==> config.mk <==
export PLATFORM = sky130hd
export DESIGN_NAME = instr_fetch_store_flat
export DESIGN_NICKNAME = d
export VERILOG_FILES = /design/src/rtl/instr_fetch_store_if.sv /design/src/rtl/instr_fetch_store.sv /design/src/flat_wrapper.sv
export SDC_FILE = /design/constraint.sdc
export NUM_CORES = 1
export LEC_CHECK = 0
export CORE_AREA = 2 2 141 143
export CTS_CLUSTER_DIAMETER = 60
export DETAILED_ROUTE_END_ITERATION = 6
export DIE_AREA = 0 0 143 145
export GPL_TIMING_DRIVEN = 0
export PLACE_DENSITY = 0.82
export SLEW_MARGIN = 5
export SYNTH_ARGS = -nofsm -noshare
export SYNTH_HDL_FRONTEND = slang
export SYNTH_SLANG_ARGS = --single-unit
==> constraint.sdc <==
create_clock -name clk -period 6.4 [get_ports clk]
set_input_delay 0.64 -clock clk [delete_from_list [all_inputs] [get_ports clk]]
set_output_delay 0.64 -clock clk [all_outputs]
set_load 0.01 [all_outputs]
==> src/rtl/instr_fetch_store_if.sv <==
// Bus bundle between the instruction fetch/store block and its neighbours:
// the configuration stream, the reload pulse, the counter bounds, and the
// fetch request/response pair.
//
// Handshake: a config word transfers on a rising clk edge where both
// conf_valid and conf_ready are high. Upstream keeps conf_data stable while
// conf_valid is high and not yet accepted. conf_ready does not depend on
// conf_valid. The fetch side has no backpressure: every cycle with pc_en
// high in RUN returns one instr with instr_valid one cycle later.
interface instr_fetch_store_if #(
    parameter int PC_WIDTH    = 4,
    parameter int INSTR_WIDTH = 16
);
    logic                   conf_valid;
    logic [INSTR_WIDTH-1:0] conf_data;
    logic                   conf_ready;
    logic                   reload;
    logic                   loaded;
    logic [PC_WIDTH-1:0]    max;
    logic [PC_WIDTH-1:0]    loop;
    logic                   pc_en;
    logic [PC_WIDTH-1:0]    pc;
    logic                   instr_valid;
    logic [INSTR_WIDTH-1:0] instr;

    // Upstream / counter / datapath side.
    modport master (
        output conf_valid, conf_data, reload, pc_en, pc,
        input  conf_ready, loaded, max, loop, instr_valid, instr
    );

    // The instruction store itself.
    modport slave (
        input  conf_valid, conf_data, reload, pc_en, pc,
        output conf_ready, loaded, max, loop, instr_valid, instr
    );
endinterface

==> src/rtl/instr_fetch_store.sv <==
// Per-PE instruction store and fetch stage. A config stream delivers a
// header (max, loop) followed by max+1 instruction words; once complete the
// block reports loaded, drives the counter bounds, and returns one
// registered instruction per enabled pc value.
module instr_fetch_store #(
    parameter int PC_WIDTH    = 4,
    parameter int INSTR_WIDTH = 16
) (
    input  logic                 clk,
    input  logic                 rst,
    instr_fetch_store_if.slave   bus,
    output logic [1:0]           state_o
);
    localparam int DEPTH = 2 ** PC_WIDTH;

    typedef enum logic [1:0] {
        ST_HEADER = 2'd0,
        ST_LOAD   = 2'd1,
        ST_RUN    = 2'd2
    } state_t;

    state_t                 state_q;
    logic [PC_WIDTH-1:0]    wcnt_q;
    logic [PC_WIDTH-1:0]    max_q;
    logic [PC_WIDTH-1:0]    loop_q;
    logic                   loaded_q;
    logic                   instr_valid_q;
    logic [INSTR_WIDTH-1:0] instr_q;

    // Contents are deliberately not reset; reads above max are masked.
    logic [INSTR_WIDTH-1:0] mem_q [DEPTH];

    logic conf_ready_d;
    logic xfer;
    logic mem_we;

    // Config port is open outside RUN and closed while reset is held.
    always_comb begin
        conf_ready_d = (state_q != ST_RUN) && !rst;
        xfer         = bus.conf_valid && conf_ready_d;
        mem_we       = xfer && (state_q == ST_LOAD) && !bus.reload;
    end

    // Instruction image write port; a reload in the same cycle drops the word.
    always_ff @(posedge clk) begin
        if (mem_we) begin
            mem_q[wcnt_q] <= bus.conf_data;
        end
    end

    // Load/run sequencing, counter bounds, and registered fetch response.
    always_ff @(posedge clk) begin
        if (rst) begin
            state_q       <= ST_HEADER;
            wcnt_q        <= '0;
            max_q         <= '0;
            loop_q        <= '0;
            loaded_q      <= 1'b0;
            instr_valid_q <= 1'b0;
            instr_q       <= '0;
        end else begin
            instr_valid_q <= 1'b0;

            // Fetch depends only on the current state; reload affects
            // what happens from the next cycle on.
            if (state_q == ST_RUN && bus.pc_en) begin
                instr_q       <= (bus.pc <= max_q) ? mem_q[bus.pc] : '0;
                instr_valid_q <= 1'b1;
            end

            if (bus.reload) begin
                // Bounds hold until the next header arrives.
                state_q  <= ST_HEADER;
                loaded_q <= 1'b0;
            end else begin
                case (state_q)
                    ST_HEADER: begin
                        if (xfer) begin
                            max_q   <= bus.conf_data[PC_WIDTH-1:0];
                            loop_q  <= bus.conf_data[2*PC_WIDTH-1:PC_WIDTH];
                            wcnt_q  <= '0;
                            state_q <= ST_LOAD;
                        end
                    end
                    ST_LOAD: begin
                        if (xfer) begin
                            // Compare before increment so max = DEPTH-1
                            // finishes without wcnt wrapping.
                            if (wcnt_q == max_q) begin
                                state_q  <= ST_RUN;
                                loaded_q <= 1'b1;
                            end else begin
                                wcnt_q <= wcnt_q + 1'b1;
                            end
                        end
                    end
                    ST_RUN: begin
                        state_q <= ST_RUN;
                    end
                    default: begin
                        state_q  <= ST_HEADER;
                        loaded_q <= 1'b0;
                    end
                endcase
            end
        end
    end

    assign bus.conf_ready  = conf_ready_d;
    assign bus.loaded      = loaded_q;
    assign bus.max         = max_q;
    assign bus.loop        = loop_q;
    assign bus.instr_valid = instr_valid_q;
    assign bus.instr       = instr_q;
    assign state_o         = state_q;
endmodule

==> src/flat_wrapper.sv <==
// flat-port wrapper written by rule: the top's interface ports become plain ports
module instr_fetch_store_flat 
#(
    parameter int PC_WIDTH    = 4,
    parameter int INSTR_WIDTH = 16
)
  (clk, rst, state_o, bus_conf_valid, bus_conf_data, bus_reload, bus_pc_en, bus_pc, bus_conf_ready, bus_loaded, bus_max, bus_loop, bus_instr_valid, bus_instr);
  instr_fetch_store_if #(.PC_WIDTH(PC_WIDTH), .INSTR_WIDTH(INSTR_WIDTH)) bus_i ();
  input  logic clk;
  input  logic rst;
  output logic [1:0] state_o;
  input wire logic [$bits(bus_i.conf_valid)-1:0] bus_conf_valid;
  input wire logic [$bits(bus_i.conf_data)-1:0] bus_conf_data;
  input wire logic [$bits(bus_i.reload)-1:0] bus_reload;
  input wire logic [$bits(bus_i.pc_en)-1:0] bus_pc_en;
  input wire logic [$bits(bus_i.pc)-1:0] bus_pc;
  output wire logic [$bits(bus_i.conf_ready)-1:0] bus_conf_ready;
  output wire logic [$bits(bus_i.loaded)-1:0] bus_loaded;
  output wire logic [$bits(bus_i.max)-1:0] bus_max;
  output wire logic [$bits(bus_i.loop)-1:0] bus_loop;
  output wire logic [$bits(bus_i.instr_valid)-1:0] bus_instr_valid;
  output wire logic [$bits(bus_i.instr)-1:0] bus_instr;
  assign bus_i.conf_valid = bus_conf_valid;
  assign bus_i.conf_data = bus_conf_data;
  assign bus_i.reload = bus_reload;
  assign bus_i.pc_en = bus_pc_en;
  assign bus_i.pc = bus_pc;
  assign bus_conf_ready = bus_i.conf_ready;
  assign bus_loaded = bus_i.loaded;
  assign bus_max = bus_i.max;
  assign bus_loop = bus_i.loop;
  assign bus_instr_valid = bus_i.instr_valid;
  assign bus_instr = bus_i.instr;
  instr_fetch_store #(.PC_WIDTH(PC_WIDTH), .INSTR_WIDTH(INSTR_WIDTH)) u_core (.clk(clk), .rst(rst), .bus(bus_i), .state_o(state_o));
endmodule
After elaboration in Yosys (flattened, before gate mapping)
Memory sizes are Yosys's and may differ from the RTL's. Index checks and enable logic that the tools add are counted.

Register bits after elaboration: 32. RAM bits: 256. Bits of input ports: 25. Output and inout port bits: 29. Word-level logic and storage cells: 50. Memories kept: 1.

Memories: u_core.mem_q (words 16, bits a word 16, read ports 1, clocked after memory_dff 0, write ports 1, line instr_fetch_store.sv:31) `logic [INSTR_WIDTH-1:0] mem_q [DEPTH];`.

Add/subtract/negate cells: 1. Order comparisons: 1. Equality and inequality tests: 8. Mux-type cells: 15. Bitwise operators: 2. Reductions and logical operators: 15.

Operators with widths (number): 16-bit two-way mux (1); 4-bit two-way mux (3); 3-bit AND reduction (3); 4-bit one-hot mux with 2 select lines (1); 2-bit two-way mux (3); 2-bit inequality test, second input constant (3); 2-bit one-hot mux with 3 select lines (1); 1-bit logical AND (5); 1-bit two-way mux (5); 5-bit AND reduction (1); 4-bit by 1-bit adder with 4-bit output, second input constant (1); 4-bit equality test (1); 4-bit less-or-equal comparator (1); 2-bit by 1-bit inequality test with 1-bit output, second input constant (2); 2-bit OR reduction (2); 2-bit by 1-bit equality test with 1-bit output, second input constant (1); 2-bit equality test, second input constant (1); 1-bit logical NOT (2); 2-bit logical NOT (1); 1-bit NOT (2); 1-bit one-hot mux with 2 select lines (1); 2-bit nonzero test (1).

Longest topological paths before layout
Gate-level depths: netlist (run 1).

Word-level depth: 7. Gate-level depth with buffers: 12. Mapped depth without buffers: 7.

Worst setup path after synthesis (run 1)
Ideal clock, no wire load.

Kind: reg-to-reg. Start: register u_core.state_q[0] (netlist: u_core.state_o[0]). End: memory u_core.mem_q[0][0], enable pin. Setup time: 409 ps. Arrival time: 2629 ps. Data required time: 5991 ps. Setup slack: 3362 ps. Cell stages (with the launch flop): 8. Path buffers: 1. Clock period less this slack: 3038 ps. Cell sequence: dfxtp_1 > inv_1 > ha_1 > nor4b_4 > buf_6 > and2_1 > nand2_1 > nor3_1.

Word-level cells in the longest chain between the ends: 7. Elaborated cells on any way between the ends: 8. Classes of those cells: 2 x eq/ne; 2 x mux; 4 x reduce/logical.

Ends and longest elaborated chain: from (decl) (line instr_fetch_store.sv:22) `state_t state_q;`; from (signal assigned) (line instr_fetch_store.sv:54) `state_q <= ST_HEADER;`; from (signal assigned) (line instr_fetch_store.sv:73) `state_q <= ST_HEADER;`; from (signal assigned) (line instr_fetch_store.sv:82) `state_q <= ST_LOAD;`; 2-bit inequality test (line instr_fetch_store.sv:39) `conf_ready_d = (state_q != ST_RUN) && !rst;`; 1-bit logical AND (line instr_fetch_store.sv:39); 1-bit logical AND (line instr_fetch_store.sv:40) `xfer = bus.conf_valid && conf_ready_d;`; 1-bit logical AND (*) (2 in a row) (line instr_fetch_store.sv:41) `mem_we = xfer && (state_q == ST_LOAD) && !bus.reload;`; 1-bit two-way mux (*) (line instr_fetch_store.sv:46) `if (mem_we) begin`; 1-bit two-way mux (not written as such) (*) (line instr_fetch_store.sv:47) `mem_q[wcnt_q] <= bus.conf_data;`; to (decl) (line instr_fetch_store.sv:31).

Every way passes the cells marked *; elsewhere a longest branch is shown, timed or not.

Worst setup path after layout (run 1)
Start: input bus_pc[0]. End: register u_core.instr_q[5] (netlist: u_core.bus.instr[5]).

Word-level cells in the longest chain between the ends: 2. Elaborated cells on any way between the ends: 3. Classes of those cells: 1 x order compare; 1 x mux; 1 x memory.

Ends and longest elaborated chain: from (decl) (line flat_wrapper.sv:16) `input wire logic [$bits(bus_i.pc)-1:0] bus_pc;`; memory read 16 x 16 bit / 4-bit less-or-equal comparator (equally long branches); 16-bit two-way mux (*) (line instr_fetch_store.sv:67) `instr_q <= (bus.pc <= max_q) ? mem_q[bus.pc] : '0;`; to (signal assigned) (line instr_fetch_store.sv:67); to (decl) (line instr_fetch_store.sv:28) `logic [INSTR_WIDTH-1:0] instr_q;`.

Marked as above. A chain may end at the register's enable or synchronous reset.

==> flow_summary_export.csv, run 1 <==
group,metric,value,unit
critical_path,cp.depth,12,
run_status,status,"finished clean",
clock_tree,postCtsHoldBufs,0,
die,die_w,143,µm
clock_tree,clk_pin_slew,0.07,ns
yosys,ys_ff_latch,288,
power_and_ir_drop,power.density,286,mW/mm²
global_route,grt_pass1_vias,6514,
global_route,grt_util_met2,43.0,%
critical_path,cp_num_buf_inv,7,
timing,fin_crit,3.16,ns
yosys,synth_compound_area_share,4.68,%
global_route,antenna_found_initial,1,
global_route,met3_usage,4.29,%
global_route,use_met1,34.0,%
die,design.core.area,0.0192,mm²
critical_path,crit_fanout,10,
yosys,synth.avg_cell_area,19.5,µm²
timing,hold_viol,0,
timing,setup_ws,3.24,ns
yosys,synth.largest_area_cell,"edfxtp_1",
critical_path,worstPathArrival,3.64,ns
die,die-area,0.0207,mm²
place,postPlaceCellArea,0.0125,mm²
final_layout,final_nets,719,
critical_path,startpoint_type,"primary input",
global_route,grt_first_pass_wirelength,39.0,mm
final_layout,final_util,69.9,%
timing,setup_viol,0,
place,dp_cells,918,
final_layout,area_delta_synth_final,17.9,%
critical_path,slowest_stage,"a21boi_1",
critical_path,r2r_start,"u_core.state_o[0]",
die,start_util,59.3,%
critical_path,path_class,"in -> reg",
yosys,async_reset_ff_share,0,%
clock_tree,cts_buffers,28,
place,io_buffer_count,51,
timing,worst_hold_slack,0.321,ns
die,io_pins,54,
critical_path,critPathMostFrequentCell,"buf_2",
place,place_congestion,0.821,
timing,fin_skew,0.0157,ns
detailed_routing,routed_wl,26.0,mm
yosys,synth_fa_ha_area_share,1.21,%
die,rows,51,
global_route,grtUsageTotal,25.6,%
yosys,synth-main-ff-cell,"edfxtp_1",
clock_tree,cts_tree,"yes",
critical_path,worstPathRequired,6.87,ns
yosys,synth.area.mux_share,14.1,%
timing,slew_viol_final,0,
yosys,synth_edf_count,256,
timing,clock.fmax,0.316,GHz
timing,rsz0062_at_grt,"false",
run,maxCapViolCount,0,
critical_path,critPathLaunch,"bus_pc[0]",
critical_path,reg2reg_to,"u_core.mem_q[2][12]",
timing,fin_crit_sh,49.4,%
yosys,synth_fp_nets,621,
yosys,synth_cell_type_count,40,
power_and_ir_drop,p_leak,4.40,nW
yosys,syn_area,0.0114,mm²
clock_tree,clockBufferDepth,3,
final_layout,final_cells,970,
critical_path,path_cells,"buf_6 > buf_12 > buf_2 > inv_1 > buf_2 > ha_1 > inv_1 > a21oi_1 > o21ai_0 > a21boi_1 > buf_2 > a22o_1",
global_route,grt_max_degree,18,
global_route,grt_remaining_overflow,0,
clock_tree,htreeDepth,1,
yosys,synth_top_area_share,67.5,%
clock_tree,root_buffer,"clkbuf_16",
detailed_routing,ant_nets,0,
detailed_routing,drc,0,
final_layout,diodes,0,
yosys,ys_warn_count,0,
yosys,synth_xor_area_share,0.384,%
worst_hold_path,worstHoldPathType,"in -> reg",
global_route,grt-busiest-layer,"met2",
place,dp_hpwl,16.2,mm
critical_path,max_stage_delay,0.80,ns
yosys,synthSimpleGateAreaFrac,3.95,%
timing,setup_tns,0,ns
critical_path,critPathCapture,"u_core.bus.instr[5]",
place,dp_slack,2.79,ns
detailed_routing,drtIter0Drc,719,
critical_path,cp-end-kind,"register",
yosys,synth_cells,585,
detailed_routing,drt_first_pass_iters,5,
timing,tightest_slew,1.10,ns
power_and_ir_drop,p_total,3.83,mW
die,die_h,145,µm
critical_path,r2r_cells,8,
timing,max_slew_margin,26.4,%
detailed_routing,wl_per_cell,26.8,µm
clock_tree,post_cts_buffers,0,
final_layout,fillers,1081,
final_layout,final_area,0.0134,mm²
final_layout,drive_above_1_share,22.8,%
yosys,synth-seq-area-share,73.1,%
yosys,synth_top_family_by_area,"multiplexers",
clock_tree,cts_sinks,288,
power_and_ir_drop,vdd_drop_max,0.204,mV
clock_tree,insertion_delay,0.54,ns
critical_path,reg2reg_setup_slack,3.46,ns
yosys,yosys-top-cells-area,"edfxtp_1 (67%), mux4_2 (10%), dfxtp_1 (5.6%), mux4_1 (3.0%), a22o_1 (1.3%)",
critical_path,crit_family,"buffers and inverters",
detailed_routing,vias,6171,
detailed_routing,post_drt_via_cell_ratio,6.36,
clock_tree,cts_resized,0,
-- registers in the layout (all words and copies together), names as in the netlist --
register	cells
u_core.bus.instr_valid	1
u_core.bus.instr	16
u_core.bus.loaded	1
u_core.bus.max	4
u_core.bus.loop	4
u_core.wcnt_q	4
u_core.state_o	2
u_core.mem_q	256
-- layout make-up --
cell class | count | area (µm²) | share of cell area (%)
flip-flops and latches | 288 | 8330 | 62.0
clock inverters | 17 | 136 | 1.02
plain buffers | 33 | 245 | 1.83
multi-input cells | 253 | 2830 | 21.0
well taps | 265 | 332 | 2.47
inverters | 11 | 41.3 | 0.308
clock buffers | 35 | 758 | 5.65
repair buffers | 68 | 759 | 5.66
-- worst register-to-register path: stages, from the launching register on --
cell and delay [ns]:
dfxtp_1 0.35, inv_1 0.08, ha_1 0.30, nor4b_4 0.34, buf_6 0.18, and2_1 0.21
nand2_1 0.20, nor3_2 0.74, buf_8 0.25
-- cell usage after synthesis, types with 7 or more instances --
| library cell | instances |
|---|---|
| ha_1 | 11 |
| mux2i_1 | 12 |
| nand3_1 | 9 |
| mux4_1 | 13 |
| and2_1 | 11 |
| buf_2 | 11 |
| a211oi_1 | 10 |
| a22o_1 | 17 |
| buf_4 | 7 |
| nand2_1 | 28 |
| edfxtp_1 | 256 |
| inv_1 | 11 |
| clkbuf_1 | 7 |
| dfxtp_1 | 32 |
| mux4_2 | 51 |
| nor2_1 | 19 |
| a21oi_1 | 25 |
-- cells by family after synthesis --
| logic type | Yosys count |
|---|---|
| mux | 76 |
| flops | 288 |
| compound gates | 74 |
| xor+xnor | 5 |
| fa+ha+maj | 11 |
| buf+inv | 44 |
| simple gates | 87 |
-- per-layer routing --
layer	share of wire, %	wire length (µm)
met5	0	0
met4	3.7	957
met3	7.9	2070
met2	51	13200
met1	38	9820
-- worst min-delay path by stage --
stage	end	slack (ns)	startpoint	cells past startpoint
6_report	u_core.bus.loop[3]	0.32	rst	2
5_1_grt	u_core.bus.loop[3]	0.32	rst	2
4_1_cts	u_core.bus.loop[3]	0.31	rst	2
3_5_place_dp	u_core.bus.loop[2]	0.45	u_core.bus.loop[2]	2
3_3_place_gp	u_core.bus.loop[1]	0.46	u_core.bus.loop[1]	2
2_1_floorplan	u_core.bus.loop[3]	0.48	u_core.bus.loop[3]	2
-- report_power, final --
| group | leakage [nW] | total (mW) | switching (mW) | internal, mW |
|---|---|---|---|---|
| clock | 0.442 | 1.59 | 0.675 | 0.920 |
| sequential | 2.56 | 2.05 | 0.00243 | 2.05 |
| combinational | 1.40 | 0.191 | 0.109 | 0.0824 |
-- cells in the final DEF (no fill, tap or decap), drive strengths merged, types with 3 or more instances in the layout --
cell           Yosys  final
edfxtp           256    256
mux4              64     64
clkdlybuf4s50      0     51
buf               26     43
clkbuf             7     42
dfxtp             32     32
nand2             29     29
a21oi             25     25
nor2              19     19
a22o              17     17
a211oi            16     16
clkinv             0     13
mux2i             12     12
inv               11     12
and2              11     11
ha                11     11
nand3              9      9
a31oi              6      6
nor2b              6      6
nor3               5      5
xor2               4      4
nand2b             3      3
o21ai              3      3
Power figures use the tool's default switching activity.
==> run 2, diff against run 1 <==
Settings changed: CORE_AREA 2 2 141 143 to 2 2 149 151, DIE_AREA 0 0 143 145 to 0 0 151 153, PLACE_DENSITY 0.82 to 0.77.
Clock period 6.4 ns to 2.8 ns, I/O delays scaled along.
==> flow_summary_export.csv, run 2 (same netlist as run 1, synthesis figures left out) <==
group,metric,value,unit
run_status,status,"finished, violations left",
run_status,violations,"setup timing",
detailed_routing,drc,0,
final_layout,final_cell_mix,"edfxtp_1 (256), mux4_2 (51), clkdlybuf4s50_1 (51), dfxtp_1 (32), clkbuf_16 (29)",
critical_path,cp-end-kind,"register",
timing,fin_skew,0.0114,ns
final_layout,drive_above_1_share,22.7,%
timing,max_slew_margin,20.1,%
clock_tree,cts_tree,"yes",
detailed_routing,wl_per_cell,25.0,µm
global_route,grtUsageTotal,22.0,%
clock_tree,cts_sinks,288,
final_layout,fillers,1440,
global_route,use_met1,31.7,%
final_layout,final_common_cell,"edfxtp_1",
timing,worst_hold_slack,0.324,ns
die,io_pins,54,
detailed_routing,routed_wl,24.7,mm
worst_hold_path,hold_start,"bus_pc_en",
clock_tree,clockBufferDepth,3,
final_layout,largest-register,"u_core.mem_q",
critical_path,path_cells,"inv_1 > ha_1 > nor4b_4 > buf_6 > and2_1 > nand2_1 > nor2_2 > buf_8",
die,die-area,0.0231,mm²
timing,fin_crit_sh,101,%
timing,rsz0062_at_grt,"true",
global_route,grt_max_degree,18,
critical_path,reg2reg_to,"u_core.mem_q[4][7]",
global_route,grt-busiest-layer,"met2",
critical_path,worstPathRequired,3.04,ns
place,dp_cells,930,
final_layout,largest_register_ff_count,256,
critical_path,worstPathArrival,3.06,ns
timing,setup_viol,11,
die,die_h,153,µm
worst_hold_path,min_to,"u_core.bus.instr_valid",
critical_path,r2r_cells,8,
final_layout,final_nets,722,
critical_path,max_stage_delay,0.51,ns
critical_path,crit_fanout,11,
die,die_w,151,µm
timing,slew_viol_final,0,
timing,hold_viol,0,
global_route,antenna_found_initial,0,
final_layout,final_cells,988,
detailed_routing,post_drt_via_cell_ratio,6.08,
global_route,grt_first_pass_wirelength,37.7,mm
worst_hold_path,worstHoldPathType,"in -> reg",
place,postPlaceCellArea,0.0125,mm²
timing,fin_crit,2.82,ns
detailed_routing,drtIter0Drc,589,
clock_tree,insertion_delay,0.53,ns
global_route,grt_util_met2,35.3,%
place,dp_hpwl,16.2,mm
die,start_util,53.0,%
place,place_congestion,0.799,
timing,setup_ws,-0.0158,ns
clock_tree,root_buffer,"clkbuf_16",
die,design.core.area,0.0215,mm²
timing,clock.fmax,0.355,GHz
final_layout,diodes,0,
critical_path,reg2reg_setup_slack,-0.02,ns
global_route,met3_usage,3.43,%
die,rows,54,
critical_path,slowest_stage,"nor2_2",
worst_hold_path,min_path_cells,3,
power_and_ir_drop,p_total,8.85,mW
place,dp_slack,-0.501,ns
global_route,grt_remaining_overflow,0,
critical_path,r2r_start,"u_core.state_o[0]",
detailed_routing,drt_first_pass_iters,4,
global_route,grt_pass1_vias,6271,
critical_path,path_class,"reg -> reg",
power_and_ir_drop,p_leak,4.40,nW
final_layout,area_delta_synth_final,19.1,%
timing,tightest_slew,1.20,ns
power_and_ir_drop,vdd_drop_max,0.402,mV
detailed_routing,vias,6011,
clock_tree,htreeDepth,1,
run,maxCapViolCount,0,
clock_tree,clk_pin_slew,0.06,ns
clock_tree,cts_buffers,28,
detailed_routing,ant_nets,0,
critical_path,startpoint_type,"register",
power_and_ir_drop,power.density,652,mW/mm²
place,io_buffer_count,51,
final_layout,final_area,0.0136,mm²
-- run 2: cell type report --
cell class	instances	area, µm²	share of cell area, %
well taps	280	350	2.58
multi-input cells	253	2890	21.3
repair buffers	71	793	5.85
clock inverters	13	135	0.996
flip-flops and latches	288	8330	61.4
plain buffers	33	245	1.81
clock buffers	39	783	5.77
inverters	11	41.3	0.304
-- run 2: worst max-delay path: cells and delay by family (launching register included) --
family | cells | cell delay (ns)
simple gates | 4 | 1.38
flops | 1 | 0.36
fa+ha+maj | 1 | 0.30
buf+inv | 3 | 0.49
-- run 2: per-stage QoR --
step | TNS [ns] | utilization [%]
after detailed placement | -9.74 | 58.3
after floorplan | 0 | -
after global placement | -120.20 | 57.1
after CTS | 0 | 62.9
final | -0.139 | 63.2
after global routing | -6.11 | 63.2
-- run 2: power breakdown --
group	internal (mW)	total [mW]	switching [mW]
combinational	0.189	0.432	0.243
clock	2.22	3.74	1.52
sequential	4.68	4.68	0.00515
total	7.08	8.85	1.77
-- run 2: worst max path at each step --
| stage | start | endpoint | slack, ns | cells past startpoint |
|---|---|---|---|---|
| CTS | u_core.state_o[0] | u_core.mem_q[14][7] | 0.007 | 8 |
| finish | u_core.state_o[0] | u_core.mem_q[4][7] | -0.02 | 8 |
| global placement | bus_reload | u_core.mem_q[11][4] | -0.59 | 6 |
| detailed placement | bus_pc[0] | u_core.bus.instr[2] | -0.50 | 12 |
| global route | u_core.state_o[0] | u_core.mem_q[4][10] | -0.19 | 8 |
| floorplan | u_core.state_o[0] | u_core.mem_q[4][0] | 0.19 | 7 |
-- run 2: repair_timing --
item                                    CTS  global route
hold buffers                              1             0
pin swaps                                 2             3
buffers inserted                          3             2
hold endpoints to repair                  5             0
endpoints found under the setup margin   32           133
cloned                                    0             0
resized for setup                         0             9
-- run 2: metal layers --
layer	part of all wire (%)	wire length [µm]
met5	0	0
met4	2.7	657
met3	7.8	1930
met2	49	12100
met1	41	10100
==> RTL change 1, RTL diff (flow settings as in run 2) <==
`INSTR_WIDTH` is set to 16 in 3 places; all go to 20.
--- a/src/rtl/instr_fetch_store_if.sv
+++ b/src/rtl/instr_fetch_store_if.sv
@@ -9,7 +9,7 @@
 // high in RUN returns one instr with instr_valid one cycle later.
 interface instr_fetch_store_if #(
     parameter int PC_WIDTH    = 4,
-    parameter int INSTR_WIDTH = 16
+    parameter int INSTR_WIDTH = 20
 );
     logic                   conf_valid;
     logic [INSTR_WIDTH-1:0] conf_data;
--- a/src/rtl/instr_fetch_store.sv
+++ b/src/rtl/instr_fetch_store.sv
@@ -4,7 +4,7 @@
 // registered instruction per enabled pc value.
 module instr_fetch_store #(
     parameter int PC_WIDTH    = 4,
-    parameter int INSTR_WIDTH = 16
+    parameter int INSTR_WIDTH = 20
 ) (
     input  logic                 clk,
     input  logic                 rst,
--- a/src/flat_wrapper.sv
+++ b/src/flat_wrapper.sv
@@ -2,7 +2,7 @@
 module instr_fetch_store_flat 
 #(
     parameter int PC_WIDTH    = 4,
-    parameter int INSTR_WIDTH = 16
+    parameter int INSTR_WIDTH = 20
 )
   (clk, rst, state_o, bus_conf_valid, bus_conf_data, bus_reload, bus_pc_en, bus_pc, bus_conf_ready, bus_loaded, bus_max, bus_loop, bus_instr_valid, bus_instr);
   instr_fetch_store_if #(.PC_WIDTH(PC_WIDTH), .INSTR_WIDTH(INSTR_WIDTH)) bus_i ();
Ports: changed (resized bus_conf_data and bus_instr); port bits go from 54 to 62. The function was not compared with the original's and may differ.
==> RTL change 1 against run 2 <==
  * The flow still finishes with violations (setup timing)
  * Combinational power grew 22%
  * Clock skew grew 0.0012 ns
  * Die area is the same
  * Largest cell class unchanged
  * Design area grew 22%
  * Total power grew 22%
  * Critical path type unchanged
  * Sequential cell count grew 68
  * Sequential share of layout area grew 1.0 points
  * Synthesized area grew 22%
  * Synthesized cell count grew 19%
  * First-iteration DRC count grew 45%
  * Setup slack lost 0.18 ns
  * Routed wire length grew 34%
  * Highest routed layer unchanged
==> RTL change 1: results (changes against run 2) <==
global_routing:
  grt_pass1_vias: 7407  # was 6271
  met2_usage_pct: 45.09  # was 35.35%
  grt_start_max_net_pins: 21  # was 18
  grt_first_pass_wirelength_um: 45780  # was 37690 um
  met1_usage_pct: 39.42  # was 31.69%
drt:
  routedWlPerCell_um: 29.48  # was 25.05 um
  wl_met1_um: 12310  # was 10090 um
  first_iter_violations: 855  # was 589
  first_pass_iters: 5  # was 4
  wl_met3_um: 3155  # was 1934 um
sta:
  fin_skew_ns: 0.01257  # was 0.01135 ns
  whs_ns: 0.3851  # was 0.3239 ns
  setup-violations-final: 117  # was 11
  fin_ws_ns: -0.1916  # was -0.01585 ns
  tightest_slew_ns: 1.018  # was 1.198 ns
synthesis:
  synth-edff-count: 320  # was 256
  synth_cells: 694  # was 585
  seq_area_frac_synth_pct: 74.37  # was 73.12%
  synth_commonest_cells: "edfxtp_1 (320), mux4_2 (80), dfxtp_1 (36), a21oi_1 (32), nand2_1 (22)"  # was edfxtp_1 (256), mux4_2 (51), dfxtp_1 (32), nand2_1 (28), a21oi_1 (25)
  syn_nets: 734  # was 621
outcome:
  status: "complete, but fails checks"  # unchanged
  violations: "setup timing"  # unchanged
critical_path:
  crit_arrival_ns: 3.12  # was 3.06 ns
  max_stage_delay_ns: 0.84  # was 0.51 ns
final_layout:
  drive_gt1_share_pct: 26.42  # was 22.74%
power:
  p_leak_nw: 5.337  # was 4.403 nW
  p_per_area_nw_per_um2: 650.0  # was 652.4 nW/um2
place:
  post-place-ws_ns: -0.3776  # was -0.5013 ns
  hpwl_um: 18710  # was 16190 um
  place_area_um2: 15120  # was 12540 um2
  place_inst: 1042  # was 930
RTL change 1: cell types whose count changed after synthesis, sizes merged, moves of 3 or more:
cell    delta
a21oi      +7
and2       +7
nand2      -6
dfxtp      +4
mux4      +16
nor2b      -3
a22o       +4
mux2i      +7
clkbuf     +6
edfxtp    +64
a31oi      -3
a211oi     +4
RTL change 1: area by class of cell:
type                            count  area share [%]
Sequential cell                   356           62.42
Clock buffer                       54           6.343
Clock inverter                      9          0.2873
Multi-Input combinational cell    289           20.87
Inverter                           11          0.2495
Timing Repair Buffer               88           6.290
Tap cell                          280           2.117
Buffer                             41           1.429
RTL change 1: timing repair:
action / CTS / global route
pin swaps: 3 / 8
endpoints found under the hold margin: 2 / 0
endpoints found under the setup margin: 185 / 224
hold buffers: 1 / 0
gates cloned: 0 / 3
buffers inserted: 3 / 16
resized for setup: 2 / 9
RTL change 1: final timing paths:
kind / startpoint / end / cells past startpoint
worst min register to register: u_core.bus.loop[2] / u_core.bus.loop[2] / 2
worst max-delay path: u_core.state_o[0] / u_core.mem_q[12][12] / 7
worst max register to register: u_core.state_o[0] / u_core.mem_q[12][12] / 7
worst min-delay path: bus_pc_en / u_core.bus.instr_valid / 3
RTL change 1: power by group:
part | switching, mW | total (mW) | leakage (nW) | internal (mW)
sequential | 0.00553 | 5.79 | 3.17 | 5.79
combinational | 0.303 | 0.525 | 1.64 | 0.222
clock | 1.85 | 4.44 | 0.535 | 2.58
RTL change 1: cells by family (layout without fill, tap and decap cells):
group	Yosys count	count (layout)	synth area share [%]
xor+xnor	5	5	0.3153
mux	99	99	14.34
fa+ha+maj	11	11	0.9909
simple gates	85	88	3.243
flops	356	356	74.37
compound gates	86	86	4.756
buf+inv	52	203	1.982
==> RTL change 2, RTL diff (config.mk and constraints of run 2) <==
Without the edit above. Make the reset (`rst`) asynchronous in one clocked block.
--- a/src/rtl/instr_fetch_store.sv
+++ b/src/rtl/instr_fetch_store.sv
@@ -49,7 +49,7 @@
     end
 
     // Load/run sequencing, counter bounds, and registered fetch response.
-    always_ff @(posedge clk) begin
+    always_ff @(posedge clk or posedge rst) begin
         if (rst) begin
             state_q       <= ST_HEADER;
             wcnt_q        <= '0;
Behaviour: differs if rst is asserted again (counterexample within 4 cycles, from zero or initial values and one cycle with rst high); with rst held inactive, the same outputs for 4 cycles.
==> RTL change 2 against run 2 <==
  * Synthesized area up 0.47%
  * Highest routed layer unchanged
  * Critical endpoint is now u_core.bus.instr[2]
  * Setup slack improved by 0.19 ns
  * First-iteration DRC count grew 19%
  * Cell count shrank 0.20%
  * Design area grew 1.8%
  * Sequential cell count unchanged
  * Critical path type is now input pin to register
  * Count of clock-buffer cells in the layout is 4 lower
  * Routed wire length grew 4.1%
  * Die area is the same
Power is not compared: it rests on default switching activity, and its combinational part moved more than twofold at a synthesized area within 25%.
==> RTL change 2: results (changes against run 2) <==
outcome:
  status: "complete, no violations"  # was complete, but fails checks
critical_path:
  r2r_cells: 8  # unchanged
  crit_arrival_ns: 3.10  # was 3.06 ns
  crit_path_top_delay_cell: "a21oi_1"  # was nor2_2
  crit_end: "u_core.bus.instr[2]"  # was u_core.mem_q[4][7]
  r2r-end: "u_core.mem_q[2][14]"  # was u_core.mem_q[4][7]
  crit_fanout: 10  # was 11
  cp-startpoint: "bus_pc[0]"  # was u_core.state_o[0]
  r2r-start: "u_core.state_o[0]"  # unchanged
  max_stage_delay_ns: 0.61  # was 0.51 ns
  rrSetupSlack_ns: 0.18  # was -0.02 ns
global_routing:
  grt_start_max_net_pins: 33  # was 18
  grt_usage_pct: 22.59  # was 22.01%
  antenna_found_initial: 0  # unchanged
  grt_pass1_vias: 6300  # was 6271
  grt_first_pass_wirelength_um: 37970  # was 37690 um
  grt_overflow_total: 0  # unchanged
synthesis:
  seq_area_frac_synth_pct: 74.17  # was 73.12%
  syn_nets: 604  # was 621
  synth_cells: 568  # was 585
  async_reset_ff_share_pct: 11.11  # was 0%
  synth-edff-count: 256  # unchanged
  synthFlopType: "edfxtp_1"  # unchanged
  yosys-top-cells-area: "edfxtp_1 (67%), mux4_2 (10%), dfrtp_1 (7.0%), mux4_1 (2.5%), a22o_1 (1.2%)"  # was edfxtp_1 (67%), mux4_2 (10%), dfxtp_1 (5.6%), mux4_1 (3.0%), a22o_1 (1.3%)
  synth_commonest_cells: "edfxtp_1 (256), mux4_2 (53), nand2_1 (34), dfrtp_1 (32), nor2_1 (22)"  # was edfxtp_1 (256), mux4_2 (51), dfxtp_1 (32), nand2_1 (28), a21oi_1 (25)
  ys_types: 37  # was 40
sta:
  max_freq_ghz: 0.3808  # was 0.3551 GHz
  fin_ws_ns: 0.1742  # was -0.01585 ns
  slew_headroom_pct: 47.70  # was 20.15%
  fin_skew_ns: 0.01230  # was 0.01135 ns
final_layout:
  largest-register: "u_core.mem_q"  # unchanged
  stdcell_count: 986  # was 988
  largest_reg_flops: 256  # unchanged
  drive_gt1_share_pct: 25.21  # was 22.74%
  nets: 720  # was 722
  n_antenna_cell: 0  # unchanged
drt:
  first_pass_iters: 5  # was 4
  vias: 6032  # was 6011
  drc: 0  # unchanged
  routedWlPerCell_um: 26.13  # was 25.05 um
  first_iter_violations: 702  # was 589
min_path:
  hold_path_class: "input pin to async pin"  # was input pin to register
power:
  p_leak_nw: 4.692
place:
  numPortBuffers: 52  # was 51
  place_area_um2: 12630  # was 12540 um2
  hpwl_um: 16810  # was 16190 um
  gp_congestion: 0.8253  # was 0.7989
  post-place-ws_ns: -0.4568  # was -0.5013 ns
  place_inst: 916  # was 930
cts:
  path_clk_slew_ns: 0.07
  cts-root-buf: "clkbuf_16"  # unchanged
  insertion_delay_ns: 0.54
  cts_buffer_depth: 3  # unchanged
[RTL change 2: stage by stage]
stage	setup TNS, ns	hold slack (ns)	util [%]	total power, mW
detailed placement	-12.27	0.4948	58.78	6.602
global placement	-152.81	0.4757	57.41	6.499
global route	0	0.3171	64.31	10.83
CTS	-1.794	0.2626	63.59	10.51
finish	0	0.2475	64.31	10.48
floorplan	0	0.3464	-	5.878
[RTL change 2: logic make-up after synthesis]
logic type	after synthesis	synth area share (%)
muxes	77	14.18
xor gates and xnor gates	7	0.5358
buffers and inverters	40	2.559
and+or+nand+nor	89	3.816
AOI/OAI and AO/OA	56	3.532
adders and majority gates	11	1.203
DFF	288	74.17
[RTL change 2: what timing repair did]
action	CTS	global route
endpoints found under the hold margin	0	0
resized for setup	7	12
hold buffers	0	0
buffers inserted	4	14
pin swaps	3	10
endpoints found under the setup margin	99	216
[RTL change 2: final cells by class]
type,instances,area [um2]
Fill cell,1376,7667
Buffer,29,252.7
Clock buffer,35,758.2
Sequential cell,288,8488
Timing Repair Buffer,86,908.4
Multi-Input combinational cell,240,2810
Tap cell,280,350.3
Clock inverter,17,209.0
Inverter,11,41.29
[RTL change 2: worst max-delay path, delay by kind of cell]
kind | cells | cell delay [ns]
buf+inv | 7 | 1.52
fa+ha+maj | 1 | 0.25
compound gates | 4 | 1.01
[RTL change 2: per-layer routing]
layer	track usage (%)	part of all wire, %	up-vias
li1	-	-	2547
met1	31.82	38	3097
met2	36.58	50	337
met3	4.179	9.0	51
met4	6.676	2.9	0
met5	0	0	-
[RTL change 2: where the power goes]
| part | switching (mW) | internal [mW] | leakage [nW] |
|---|---|---|---|
| Clock | 1.56 | 2.37 | 0.479 |
| Sequential | 0.182 | 4.89 | 2.72 |
| Combinational | 0.739 | 0.738 | 1.50 |
| Total | 2.48 | 8.00 | 4.69 |
